$ cat src/rtl/i2s_pkg.sv
// Shared I2S definitions used by the transmitter and the matching receiver.
package i2s_pkg;

    localparam int   SAMPLE_W = 16;
    localparam logic WS_LEFT  = 1'b0;

    // One stereo sample pair as carried across the handshake and on the wire.
    typedef struct packed {
        logic signed [SAMPLE_W-1:0] left;
        logic signed [SAMPLE_W-1:0] right;
    } stereo_sample_t;

endpackage

$ cat src/rtl/i2s_sck_gen.sv
// Bit-clock generator: divides clk by 2*CLK_DIV into a registered SCK and
// flags the clk cycle whose edge will move SCK up (rise_tick) or down (fall_tick).
module i2s_sck_gen #(
    parameter int CLK_DIV = 4
) (
    input  logic clk_i,
    input  logic rst_ni,
    input  logic en_i,
    output logic sck_o,
    output logic rise_tick_o,
    output logic fall_tick_o
);

    localparam int DW = (CLK_DIV > 1) ? $clog2(CLK_DIV) : 1;
    localparam logic [DW-1:0] DIV_LAST = DW'(CLK_DIV - 1);

    logic [DW-1:0] div_cnt_q, div_cnt_d;
    logic          sck_q, sck_d;
    logic          div_wrap;

    assign div_wrap    = en_i && (div_cnt_q == DIV_LAST);
    assign rise_tick_o = div_wrap && !sck_q;
    assign fall_tick_o = div_wrap && sck_q;
    assign sck_o       = sck_q;

    // Next divider count and SCK level; disabling parks both at zero.
    always_comb begin
        div_cnt_d = div_cnt_q;
        sck_d     = sck_q;
        if (!en_i) begin
            div_cnt_d = '0;
            sck_d     = 1'b0;
        end else if (div_wrap) begin
            div_cnt_d = '0;
            sck_d     = !sck_q;
        end else begin
            div_cnt_d = div_cnt_q + 1'b1;
        end
    end

    // Divider state registers.
    always_ff @(posedge clk_i) begin
        if (!rst_ni) begin
            div_cnt_q <= '0;
            sck_q     <= 1'b0;
        end else begin
            div_cnt_q <= div_cnt_d;
            sck_q     <= sck_d;
        end
    end

endmodule

$ cat src/rtl/i2s_encoder.sv
// I2S transmitter / bus master. Accepts 16-bit stereo pairs into a one-deep
// holding buffer and serialises them with Philips framing (WS low = left,
// MSB one SCK after the WS edge). All outputs change on the SCK falling
// edge so they are stable around the receiver's rising-edge sample point.
//
// Handshake: a pair transfers on any clk edge where in_valid && in_ready.
// in_ready is simply "holding buffer empty" and never looks at in_valid;
// the producer may hold in_valid high and must keep data stable until the
// transfer edge.
module i2s_encoder
    import i2s_pkg::*;
#(
    parameter int CLK_DIV   = 4,
    parameter int SLOT_BITS = 32
) (
    input  logic                       clk,
    input  logic                       rst_n,
    input  logic                       en,
    input  logic signed [SAMPLE_W-1:0] left_in,
    input  logic signed [SAMPLE_W-1:0] right_in,
    input  logic                       in_valid,
    output logic                       in_ready,
    output logic                       sck,
    output logic                       ws,
    output logic                       sd,
    output logic                       frame_start,
    output logic                       underrun
);

    localparam int BW = $clog2(2 * SLOT_BITS);
    localparam logic [BW-1:0] BIT_LAST = BW'(2 * SLOT_BITS - 1);
    localparam logic [BW-1:0] SLOT_LEN = BW'(SLOT_BITS);

    logic           rise_tick, fall_tick;
    logic           unused_rise_tick;

    logic [BW-1:0]  bit_cnt_q, bit_cnt_d;
    stereo_sample_t hold_q, hold_d;
    logic           hold_valid_q, hold_valid_d;
    stereo_sample_t active_q, active_d;
    logic           ws_q, ws_d;
    logic           sd_q, sd_d;
    logic           frame_start_q, frame_start_d;
    logic           underrun_q, underrun_d;

    logic                accept, wrap, load, in_right;
    logic [BW-1:0]       n, k;
    logic [3:0]          bit_idx;
    logic [SAMPLE_W-1:0] word;

    i2s_sck_gen #(.CLK_DIV(CLK_DIV)) u_sck_gen (
        .clk_i       (clk),
        .rst_ni      (rst_n),
        .en_i        (en),
        .sck_o       (sck),
        .rise_tick_o (rise_tick),
        .fall_tick_o (fall_tick)
    );

    // Only the falling edge drives transmitter state.
    assign unused_rise_tick = rise_tick;

    assign in_ready    = !hold_valid_q;
    assign ws          = ws_q;
    assign sd          = sd_q;
    assign frame_start = frame_start_q;
    assign underrun    = underrun_q;

    // Handshake, frame counter and serial data for the next SCK falling edge.
    always_comb begin
        accept   = in_valid && !hold_valid_q;
        n        = (bit_cnt_q == BIT_LAST) ? '0 : bit_cnt_q + 1'b1;
        wrap     = fall_tick && (n == '0);
        load     = wrap && hold_valid_q;
        in_right = (n >= SLOT_LEN);
        k        = in_right ? n - SLOT_LEN : n;
        bit_idx  = 4'(BW'(SAMPLE_W - 1) - k);

        bit_cnt_d     = bit_cnt_q;
        hold_d        = hold_q;
        hold_valid_d  = hold_valid_q;
        active_d      = active_q;
        ws_d          = ws_q;
        sd_d          = sd_q;
        frame_start_d = 1'b0;
        underrun_d    = 1'b0;

        if (accept) begin
            hold_d.left  = left_in;
            hold_d.right = right_in;
            hold_valid_d = 1'b1;
        end
        // accept and load are exclusive: load needs a full buffer, accept an empty one.
        if (load) begin
            active_d     = hold_q;
            hold_valid_d = 1'b0;
        end

        // Taken from active_d so the MSB of a freshly loaded frame goes out at once.
        word = in_right ? active_d.right : active_d.left;

        if (!en) begin
            bit_cnt_d = BIT_LAST;
            ws_d      = WS_LEFT;
            sd_d      = 1'b0;
        end else if (fall_tick) begin
            bit_cnt_d     = n;
            // WS switches one bit ahead of the slot it announces.
            ws_d          = (n != BIT_LAST) && (n >= SLOT_LEN - 1'b1);
            sd_d          = (k < BW'(SAMPLE_W)) ? word[bit_idx] : 1'b0;
            frame_start_d = wrap;
            underrun_d    = wrap && !hold_valid_q;
        end
    end

    // Transmitter state registers; reset abandons any partial frame.
    always_ff @(posedge clk) begin
        if (!rst_n) begin
            bit_cnt_q     <= BIT_LAST;
            hold_q        <= '0;
            hold_valid_q  <= 1'b0;
            active_q      <= '0;
            ws_q          <= WS_LEFT;
            sd_q          <= 1'b0;
            frame_start_q <= 1'b0;
            underrun_q    <= 1'b0;
        end else begin
            bit_cnt_q     <= bit_cnt_d;
            hold_q        <= hold_d;
            hold_valid_q  <= hold_valid_d;
            active_q      <= active_d;
            ws_q          <= ws_d;
            sd_q          <= sd_d;
            frame_start_q <= frame_start_d;
            underrun_q    <= underrun_d;
        end
    end

endmodule

$ cat config.mk
export PLATFORM = sky130hd
export DESIGN_NAME = i2s_encoder
export DESIGN_NICKNAME = d
export VERILOG_FILES = /design/src/rtl/i2s_pkg.sv /design/src/rtl/i2s_sck_gen.sv /design/src/rtl/i2s_encoder.sv
export SDC_FILE = /design/constraint.sdc
export NUM_CORES = 1
export LEC_CHECK = 0
export ABC_AREA = 1
export BUFFER_PORTS_ARGS = -buffer_cell sky130_fd_sc_hd__buf_2
export CORE_UTILIZATION = 52
export DETAILED_ROUTE_END_ITERATION = 6
export PLACE_DENSITY = 0.81
export RECOVER_POWER = 50
export SLEW_MARGIN = 25
export SYNTH_ARGS = -nofsm -noshare
export SYNTH_HDL_FRONTEND = slang
export SYNTH_SLANG_ARGS = --single-unit
$ cat constraint.sdc
create_clock -name clk -period 3.4 [get_ports clk]
set_input_delay 1.02 -clock clk [delete_from_list [all_inputs] [get_ports clk]]
set_output_delay 1.02 -clock clk [all_outputs]
set_load 0.01 [all_outputs]
==> flow_summary_export.csv, run 1 <==
group,metric,value,unit
sta,min_period,2550,ps
yosys,syn_inst,440,
final_layout,fill_cells,555,
clock_tree,cts_tree,"built",
clock_tree,ctsHtreeMaxLevel,3,
final_layout,areaGrowthSynthToFinish,14.6,%
clock_tree,clockBufferDepth,2,
clock_tree,cts-root-buf,"clkbuf_8",
clock_tree,clock-sinks,78,
clock_tree,clkSlewWorstSetupHoldPaths,70,ps
final_layout,final_common_cell,"nor2_1",
floorplan,ioPinCount,42,
critical_path,crit_family,"simple AND/OR/NAND/NOR gates",
critical_path,critPathLaunchType,"flop",
critical_path,critPathSlowestCell,"dfxtp_1",
yosys,synth_area,3310,um^2
floorplan,die_height,81.8,um
yosys,ys_types,30,
final_layout,fin_nets,515,
grt,grt_max_degree,35,
routing,viasPerCell,5.62,
final_layout,fin_util,0.629,
grt,gr-usage-met2,0.447,
sta,rsz0062_at_grt,"false",
floorplan,core,6030,um^2
routing,ant_nets,0,
sta,clock_skew,6.35,ps
critical_path,crit_type,"reg2reg",
floorplan,initial_core_util,0.549,
yosys,yosys_warnings,0,
power_and_ir_drop,leakage,1.66,nW
routing,vias,3118,
sta,slew_headroom,0.216,
sta,finalHoldViolCount,0,
sta,worst_pin_slew,1180,ps
routing,drt_iter0_drc,223,
grt,overflow,0,
clock_tree,clock_latency,340,ps
grt,grt_pass1_vias,2951,
clock_tree,post_cts_buffers,0,
place,gp_congestion,0.902,
grt,antenna_found_initial,0,
place,dp_cells,539,
status,outcome,"completed",
critical_path,path_common_cell,"nand3_1",
critical_path,critPathMaxStageDelay,450,ps
place,dp_hpwl,5350,um
job,cap_violations,0,
place,place_ws,690,ps
final_layout,antenna_cells,0,
sta,clock.fmax,392,MHz
floorplan,die_area,6680,um^2
final_layout,final_cell_mix,"nor2_1 (80), dfxtp_1 (78), nand3_1 (61)",
sta,worst_slack,850,ps
grt,grt_use_met3,0.0656,
clock_tree,ctsHoldBuffers,0,
critical_path,critPathArrivalTime,2790,ps
yosys,synth_edf_count,0,
yosys,syn-num-nets,480,
routing,wl_per_cell,14.1,um
critical_path,required,3640,ps
floorplan,rows,28,
yosys,ys_seq_area_frac,0.472,
power_and_ir_drop,power,1.95,mW
final_layout,final_cell_area,3790,um^2
critical_path,cp_max_fo,27,
critical_path,cp_cell_sequence,"ha_1 > xor2_2 > nor2_2 > buf_4 > nand3_2 > buf_4 > nand2_1 > o21ai_1 > nand2_1 > nand3_1 > nand3_1 > nand3_1 > nand3_1 > nand3_1 > nand2_1",
sta,fin_crit_sh,0.750,
power_and_ir_drop,powerDensity,515,nW/um^2
yosys,avgSynthCellArea,7.52,um^2
yosys,synthArstFlopShare,0,
routing,routed_wl,7850,um
sta,setup_viol,0,
grt,grt_use_total,0.262,
critical_path,critPathBufInv,2,
sta,final_max_slew_viol_count,0,
final_layout,fin_cells,555,
critical_path,endpoint_kind,"flop",
grt,grt_first_pass_wirelength,13300,um
power_and_ir_drop,ir_drop,471,uV
routing,drt_drc_violations_left,0,
yosys,ys_ff_latch,78,
clock_tree,ctsResizeCount,0,
grt,top_usage_layer,"met2",
clock_tree,cts_buffers,9,
sta,hold_ws,430,ps
yosys,dominantRegCellSynth,"dfxtp_1",
place,numPortBuffers,41,
grt,gr-usage-met1,0.322,
routing,dr.pass1.iters,5,
floorplan,die_x,81.8,um
worst_hold_path,hp-class,"reg2reg",
sta,fin_tns_setup,0,ps
place,postPlaceCellArea,3540,um^2
final_layout,drive_gt1_frac,0.140,
==> report_power, final <==
part	total [mW]	internal [mW]	switching, mW
logic	0.0973	0.0362	0.0611
registers	0.964	0.945	0.0197
clock network	0.890	0.562	0.328
total	1.95	1.54	0.409
==> kinds of logic after synthesis <==
family | synth area share
XOR/XNOR | 0.00492
AND/OR/NAND/NOR | 0.321
AO/OA/AOI/OAI | 0.118
flip-flops | 0.472
buffers and inverters | 0.0688
adder cells (fa/ha/maj) | 0.0151
==> cell type report <==
cell class	count	area, um^2	area share
timing repair buffer	51	270	0.0713
clock buffer	10	128	0.0337
multi-input combinational	312	1520	0.401
inverter	23	86.3	0.0228
sequential	78	1560	0.412
clock inverter	6	134	0.0353
tap	75	93.8	0.0247
==> path summary, 6_finish.rpt <==
path	start	slack [ps]	end	cells after the start
max reg2reg	bit_cnt_q[1]$_SDFFE_PN1P_	850	sd$_SDFFE_PN0P_	15
min	u_sck_gen.div_cnt_q[0]$_SDFF_PP0_	430	u_sck_gen.div_cnt_q[0]$_SDFF_PP0_	1
max	bit_cnt_q[1]$_SDFFE_PN1P_	850	sd$_SDFFE_PN0P_	15
min reg2reg	u_sck_gen.div_cnt_q[0]$_SDFF_PP0_	430	u_sck_gen.div_cnt_q[0]$_SDFF_PP0_	1
==> worst reg2reg max path, cell delays in order (launching register included) <==
cell	delay [ps]
dfxtp_1	450
ha_1	270
xor2_2	350
nor2_2	60
buf_4	230
nand3_2	120
buf_4	260
nand2_1	80
o21ai_1	130
nand2_1	90
nand3_1	80
nand3_1	70
nand3_1	70
nand3_1	80
nand3_1	80
nand2_1	40
==> cells in the mapped netlist, types with 2 or more instances <==
cell / count / area, um^2
o21ai_1: 6 / 30.0
buf_4: 2 / 15.0
dfxtp_1: 78 / 1560
buf_2: 8 / 40.0
nand4_1: 29 / 181
buf_6: 3 / 33.8
buf_1: 2 / 7.51
a21oi_1: 32 / 160
nand2_1: 52 / 195
ha_1: 4 / 50.1
a22oi_1: 2 / 15.0
inv_1: 21 / 78.8
o21ai_0: 32 / 160
nor3_1: 2 / 10.0
nor2_1: 80 / 300
nor2_2: 2 / 12.5
nand3_1: 61 / 305
clkbuf_1: 12 / 45.0
==> per-layer routing <==
metal	up-vias	share of wire	wire, um
li1	1572	-	-
met1	1395	0.44	3440
met2	131	0.48	3730
met3	20	0.064	502
met4	0	0.022	169
met5	-	0	0
==> state kept, by name, indices dropped and copies added, names as in the netlist <==
signal and cells:
frame_start 1, underrun 1, hold_q 32, hold_valid_q 1, ws 1, u_sck_gen.div_cnt_q 2, u_sck_gen.sck_o 1, bit_cnt_q 6
sd 1, active_q 32
(Power assumes the default switching activity.)
==> inputs of run 2 (changes only) <==
Settings changed: CORE_UTILIZATION 52 to 51, PLACE_DENSITY 0.81 to 0.82.
Clock period 3.4 ns to 2.3 ns, I/O delays scaled along.
==> run 2 against run 1 <==
  * Register-to-register slack got worse by 770 ps
  * Power grew 33%
  * Count of clock-buffer cells in the layout up 1
  * Highest routed layer unchanged
  * Non-clock buffer count increased by 10
  * Hold slack better by 14 ps
  * Critical path type unchanged
  * Sequential share of layout area down 1.3 points
  * Sequential cell count stayed put
  * Routed wire length increased by 4.2%
  * Critical endpoint unchanged
==> flow_summary_export.csv, run 2 (same netlist as run 1, synthesis figures left out) <==
group,metric,value,unit
critical_path,critPathSlowestCell,"dfxtp_1",
clock_tree,clock-sinks,78,
sta,finalHoldViolCount,0,
final_layout,top_regs,"active_q x32, hold_q x32, bit_cnt_q x6",
sta,slew_headroom,0.381,
place,gp_congestion,0.856,
worst_hold_path,hold_end,"u_sck_gen.div_cnt_q[0]$_SDFF_PP0_",
place,place_ws,-92.7,ps
grt,antenna_found_initial,0,
grt,grt_first_pass_wirelength,13000,um
routing,dr.pass1.iters,6,
critical_path,endpoint_kind,"flop",
clock_tree,cts_tree,"built",
clock_tree,cts-root-buf,"clkbuf_8",
worst_hold_path,hp-class,"reg2reg",
critical_path,cp_max_fo,10,
sta,worst_pin_slew,927,ps
power_and_ir_drop,leakage,1.71,nW
worst_hold_path,min_from,"u_sck_gen.div_cnt_q[0]$_SDFF_PP0_",
sta,worst_slack,75.6,ps
critical_path,crit_family,"simple AND/OR/NAND/NOR gates",
critical_path,cp_cell_sequence,"ha_1 > nand3_1 > nor2_1 > nor2_2 > nor2_8 > nand3_4 > clkbuf_16 > o21ai_2 > nand2_1 > nand3_1 > nand3_1 > nand3_1 > nand3_1 > nand3_1 > nand2_1",
floorplan,rows,28,
sta,clock_skew,9.12,ps
sta,setup_viol,0,
grt,gr-usage-met1,0.309,
critical_path,path_common_cell,"nand3_1",
critical_path,critPathBufInv,1,
final_layout,drive_gt1_frac,0.188,
critical_path,required,2550,ps
routing,drt_iter0_drc,359,
critical_path,r2r-start,"bit_cnt_q[0]$_SDFFE_PN1P_",
grt,top_usage_layer,"met2",
place,dp_cells,546,
sta,final_max_slew_viol_count,0,
sta,min_period,2220,ps
grt,grt_use_met3,0.0769,
final_layout,antenna_cells,0,
sta,hold_ws,444,ps
floorplan,die_x,82.5,um
critical_path,critPathMaxStageDelay,340,ps
floorplan,ioPinCount,42,
critical_path,rrSetupSlack,80,ps
job,cap_violations,0,
floorplan,die_area,6810,um^2
worst_hold_path,holdPathStages,1,
grt,grt_pass1_vias,2908,
clock_tree,cts_buffers,9,
floorplan,initial_core_util,0.543,
power_and_ir_drop,ir_drop,573,uV
critical_path,critPathArrivalTime,2480,ps
floorplan,core,6100,um^2
grt,grt_use_total,0.253,
final_layout,fin_cells,565,
place,dp_hpwl,5300,um
sta,fin_crit_sh,0.967,
clock_tree,clock_latency,360,ps
routing,vias,3203,
grt,overflow,0,
routing,wl_per_cell,14.5,um
routing,ant_nets,0,
critical_path,critPathLaunchType,"flop",
final_layout,final_common_cell,"nor2_1",
power_and_ir_drop,power,2.60,mW
routing,viasPerCell,5.67,
grt,gr-usage-met2,0.423,
status,outcome,"completed",
floorplan,die_height,82.5,um
clock_tree,clockBufferDepth,2,
final_layout,fin_util,0.644,
routing,routed_wl,8180,um
routing,drt_drc_violations_left,0,
clock_tree,ctsHtreeMaxLevel,3,
grt,grt_max_degree,40,
final_layout,final_cell_mix,"nor2_1 (79), dfxtp_1 (77), nand3_1 (61)",
critical_path,r2r_cells,15,
power_and_ir_drop,powerDensity,664,nW/um^2
clock_tree,ctsHoldBuffers,0,
clock_tree,clkSlewWorstSetupHoldPaths,80,ps
final_layout,areaGrowthSynthToFinish,18.6,%
final_layout,fin_nets,525,
critical_path,reg2reg_to,"sd$_SDFFE_PN0P_",
critical_path,crit_type,"reg2reg",
place,numPortBuffers,41,
sta,clock.fmax,450,MHz
## run 2: cell count changes in the layout (fill, tap and decap cells not counted), sizes merged
cell	previous run	this run
buf	45	57
bufinv	4	1
clkinvlp	0	3
clkbuf	16	15
inv	22	21
## run 2: worst max path at each step
stage,start,to,slack (ps),depth (start not counted)
finish,bit_cnt_q[0]$_SDFFE_PN1P_,sd$_SDFFE_PN0P_,80,15
global route,bit_cnt_q[1]$_SDFFE_PN1P_,sd$_SDFFE_PN0P_,-50,15
CTS,bit_cnt_q[2]$_SDFFE_PN1P_,sd$_SDFFE_PN0P_,40,16
detailed placement,en,sd$_SDFFE_PN0P_,-90,15
global placement,en,sd$_SDFFE_PN0P_,-60,15
floorplan,en,sd$_SDFFE_PN0P_,160,15
## run 2: metal layers
layer  routed length, um  share of wire  vias up
li1                    -              -     1587
met2                3990           0.49      121
met4                 120          0.015        0
met1                3550           0.43     1473
met5                   0              0        -
met3                 515          0.063       22
## run 2: repair_timing
item	in CTS	in global routing
gates resized for setup	0	16
setup endpoints to repair	0	1
setup buffers	0	1
## run 2: worst register-to-register path, stage by stage, from the launching register on
cell       delay [ps]
dfxtp_1           340
ha_1              190
nand3_1           120
nor2_1            220
nor2_2            130
nor2_8            130
nand3_4           120
clkbuf_16         200
o21ai_2           150
nand2_1            80
nand3_1            80
nand3_1            70
nand3_1           100
nand3_1            70
nand3_1            80
nand2_1            50
## run 2: final cells by class
type / instances / area [um^2]
Fill cell: 532 / 2170
Inverter: 23 / 90.1
Clock buffer: 11 / 141
Clock inverter: 5 / 58.8
Multi-Input combinational cell: 312 / 1560
Tap cell: 75 / 93.8
Sequential cell: 78 / 1560
Timing Repair Buffer: 61 / 413
## run 2: per-stage QoR
step | setup TNS (ps) | area, um^2
4_1_cts | 0 | 3830
6_report | 0 | 3920
3_5_place_dp | -92.7 | 3630
5_1_grt | -45.2 | 3920
3_3_place_gp | -58.6 | 3630
2_1_floorplan | 0 | 3310
## run 2: report_power, final
part	internal [mW]	switching, mW	total [mW]
combinational	0.0572	0.0903	0.148
sequential	1.40	0.0267	1.42
clock	0.531	0.502	1.03
total	1.98	0.619	2.60
==> inputs of run 3 (changes only) <==
Settings changed: GPL_TIMING_DRIVEN set to 0.
==> run 3 against run 2 <==
  * The run now ends with setup timing left
  * Sequential cell count stayed put
  * Combinational power up 5%
  * Register-to-register slack lost 99 ps
  * Clock power up 9%
  * Non-clock buffer count rose by 17
  * Hold slack gained 17 ps
  * Routed wire length is 12% higher
  * Critical path depth is the same
  * First-iteration DRC count is 11% lower
==> flow_summary_export.csv, run 3 (same netlist as run 1, synthesis figures left out) <==
group,metric,value,unit
sta,worst_slack,-23.5,ps
clock_tree,ctsHtreeMaxLevel,3,
sta,min_period,2320,ps
final_layout,antenna_cells,0,
critical_path,r2r-start,"bit_cnt_q[1]$_SDFFE_PN1P_",
clock_tree,cts_buffers,9,
routing,viasPerCell,5.69,
critical_path,critPathLaunchType,"flop",
sta,clock.fmax,430,MHz
critical_path,crit_type,"reg2reg",
routing,drt_iter0_drc,321,
floorplan,initial_core_util,0.543,
final_layout,fin_nets,542,
floorplan,core,6100,um^2
status,outcome,"finished, violations left",
grt,grt_pass1_vias,2929,
sta,worst_pin_slew,547,ps
critical_path,crit_end,"sd$_SDFFE_PN0P_",
routing,ant_nets,0,
routing,wl_per_cell,15.8,um
routing,drt_drc_violations_left,0,
clock_tree,clock_latency,360,ps
sta,slew_headroom,0.636,
critical_path,rrSetupSlack,-20,ps
place,numPortBuffers,41,
critical_path,r2r_cells,15,
clock_tree,cts_tree,"built",
critical_path,reg2reg_to,"sd$_SDFFE_PN0P_",
grt,gr-usage-met2,0.457,
clock_tree,ctsHoldBuffers,0,
critical_path,critPathArrivalTime,2580,ps
sta,finalHoldViolCount,0,
clock_tree,cts-root-buf,"clkbuf_8",
power_and_ir_drop,ir_drop,515,uV
sta,rsz0062_at_grt,"true",
power_and_ir_drop,leakage,1.77,nW
final_layout,areaGrowthSynthToFinish,23.3,%
critical_path,cp-startpoint,"bit_cnt_q[1]$_SDFFE_PN1P_",
final_layout,final_cell_mix,"nor2_1 (76), dfxtp_1 (76), nand3_1 (50)",
floorplan,die_area,6810,um^2
worst_hold_path,hp-class,"reg2reg",
floorplan,rows,28,
sta,setup_viol,1,
routing,routed_wl,9160,um
clock_tree,clock-sinks,78,
sta,fin_crit_sh,1.01,
sta,fin_tns_setup,-23.5,ps
final_layout,drive_gt1_frac,0.219,
worst_hold_path,holdPathStages,2,
routing,vias,3304,
place,postPlaceCellArea,3610,um^2
grt,grt_first_pass_wirelength,13800,um
grt,grt_use_total,0.277,
job,cap_violations,0,
floorplan,die_x,82.5,um
routing,dr.pass1.iters,5,
grt,top_usage_layer,"met2",
sta,clock_skew,10.3,ps
final_layout,final_cell_area,4080,um^2
status,violations,"setup timing",
critical_path,cp_max_fo,10,
grt,antenna_found_initial,0,
critical_path,required,2560,ps
clock_tree,clockBufferDepth,2,
place,place_ws,-253,ps
clock_tree,clkSlewWorstSetupHoldPaths,80,ps
sta,final_max_slew_viol_count,0,
critical_path,endpoint_kind,"flop",
grt,grt_max_degree,14,
floorplan,ioPinCount,42,
place,gp_congestion,0.888,
floorplan,die_height,82.5,um
final_layout,top_regs,"active_q x32, hold_q x32, bit_cnt_q x6",
power_and_ir_drop,powerDensity,663,nW/um^2
grt,overflow,0,
grt,gr-usage-met1,0.349,
grt,grt_use_met3,0.0692,
place,dp_hpwl,6030,um
-- run 3: layer usage --
metal,up-vias,part of all wire
met5,-,0
met4,0,0.028
met3,24,0.078
met2,153,0.48
met1,1511,0.42
li1,1616,-
-- run 3: where the power goes --
part           total [mW]  internal [mW]  switching (mW)
Sequential           1.43           1.39          0.0338
Combinational       0.155         0.0565          0.0989
Clock                1.12          0.609           0.511
Total                2.70           2.06           0.644
-- run 3: worst min-delay path by stage --
stage | endpoint | slack [ps] | start
CTS | u_sck_gen.div_cnt_q[0]$_SDFF_PP0_ | 440 | u_sck_gen.div_cnt_q[0]$_SDFF_PP0_
global placement | u_sck_gen.div_cnt_q[0]$_SDFF_PP0_ | 420 | u_sck_gen.div_cnt_q[0]$_SDFF_PP0_
floorplan | u_sck_gen.div_cnt_q[0]$_SDFF_PP0_ | 410 | u_sck_gen.div_cnt_q[0]$_SDFF_PP0_
finish | sd$_SDFFE_PN0P_ | 460 | sd$_SDFFE_PN0P_
detailed placement | u_sck_gen.div_cnt_q[0]$_SDFF_PP0_ | 430 | u_sck_gen.div_cnt_q[0]$_SDFF_PP0_
global route | sd$_SDFFE_PN0P_ | 480 | sd$_SDFFE_PN0P_
-- run 3: final cells by class --
| cell class | count | area [um^2] |
|---|---|---|
| inverters | 23 | 87.6 |
| fillers | 544 | 2020 |
| multi-input cells | 312 | 1680 |
| clock buffers | 10 | 128 |
| clock inverters | 5 | 83.8 |
| well taps | 75 | 93.8 |
| repair buffers | 51 | 289 |
| flip-flops and latches | 78 | 1570 |
| plain buffers | 27 | 153 |
-- run 3: timing repair --
action | 4_1_cts | 5_1_grt
cloned | 0 | 0
endpoints found under the setup margin | 1 | 1
pin swaps | 3 | 15
setup buffers | 3 | 7
resized for setup | 13 | 35
-- run 3: worst max-delay path, cell delays in order (launching register included) --
cell     delay (ps)
dfxtp_4         400
ha_4            170
nand4_1         140
nand2_2         160
nand2_4          80
nor2_8          160
nand3_4          90
buf_2           200
o21ai_1         240
nand2_1          80
nand3_1          90
nand3_1          80
nand3_1          90
nand3_1         110
nand3_1          90
nand2_1          50
-- run 3: through the flow --
| stage | utilization | total power [mW] | hold slack [ps] | std cells |
|---|---|---|---|---|
| 2_1_floorplan | - | 1.53 | 407 | 440 |
| 3_3_place_gp | 0.592 | 1.60 | 415 | 556 |
| 3_5_place_dp | 0.592 | 1.61 | 426 | 556 |
| 4_1_cts | 0.635 | 2.71 | 438 | 574 |
| 5_1_grt | 0.669 | 2.78 | 482 | 581 |
| 6_report | 0.669 | 2.70 | 460 | 581 |
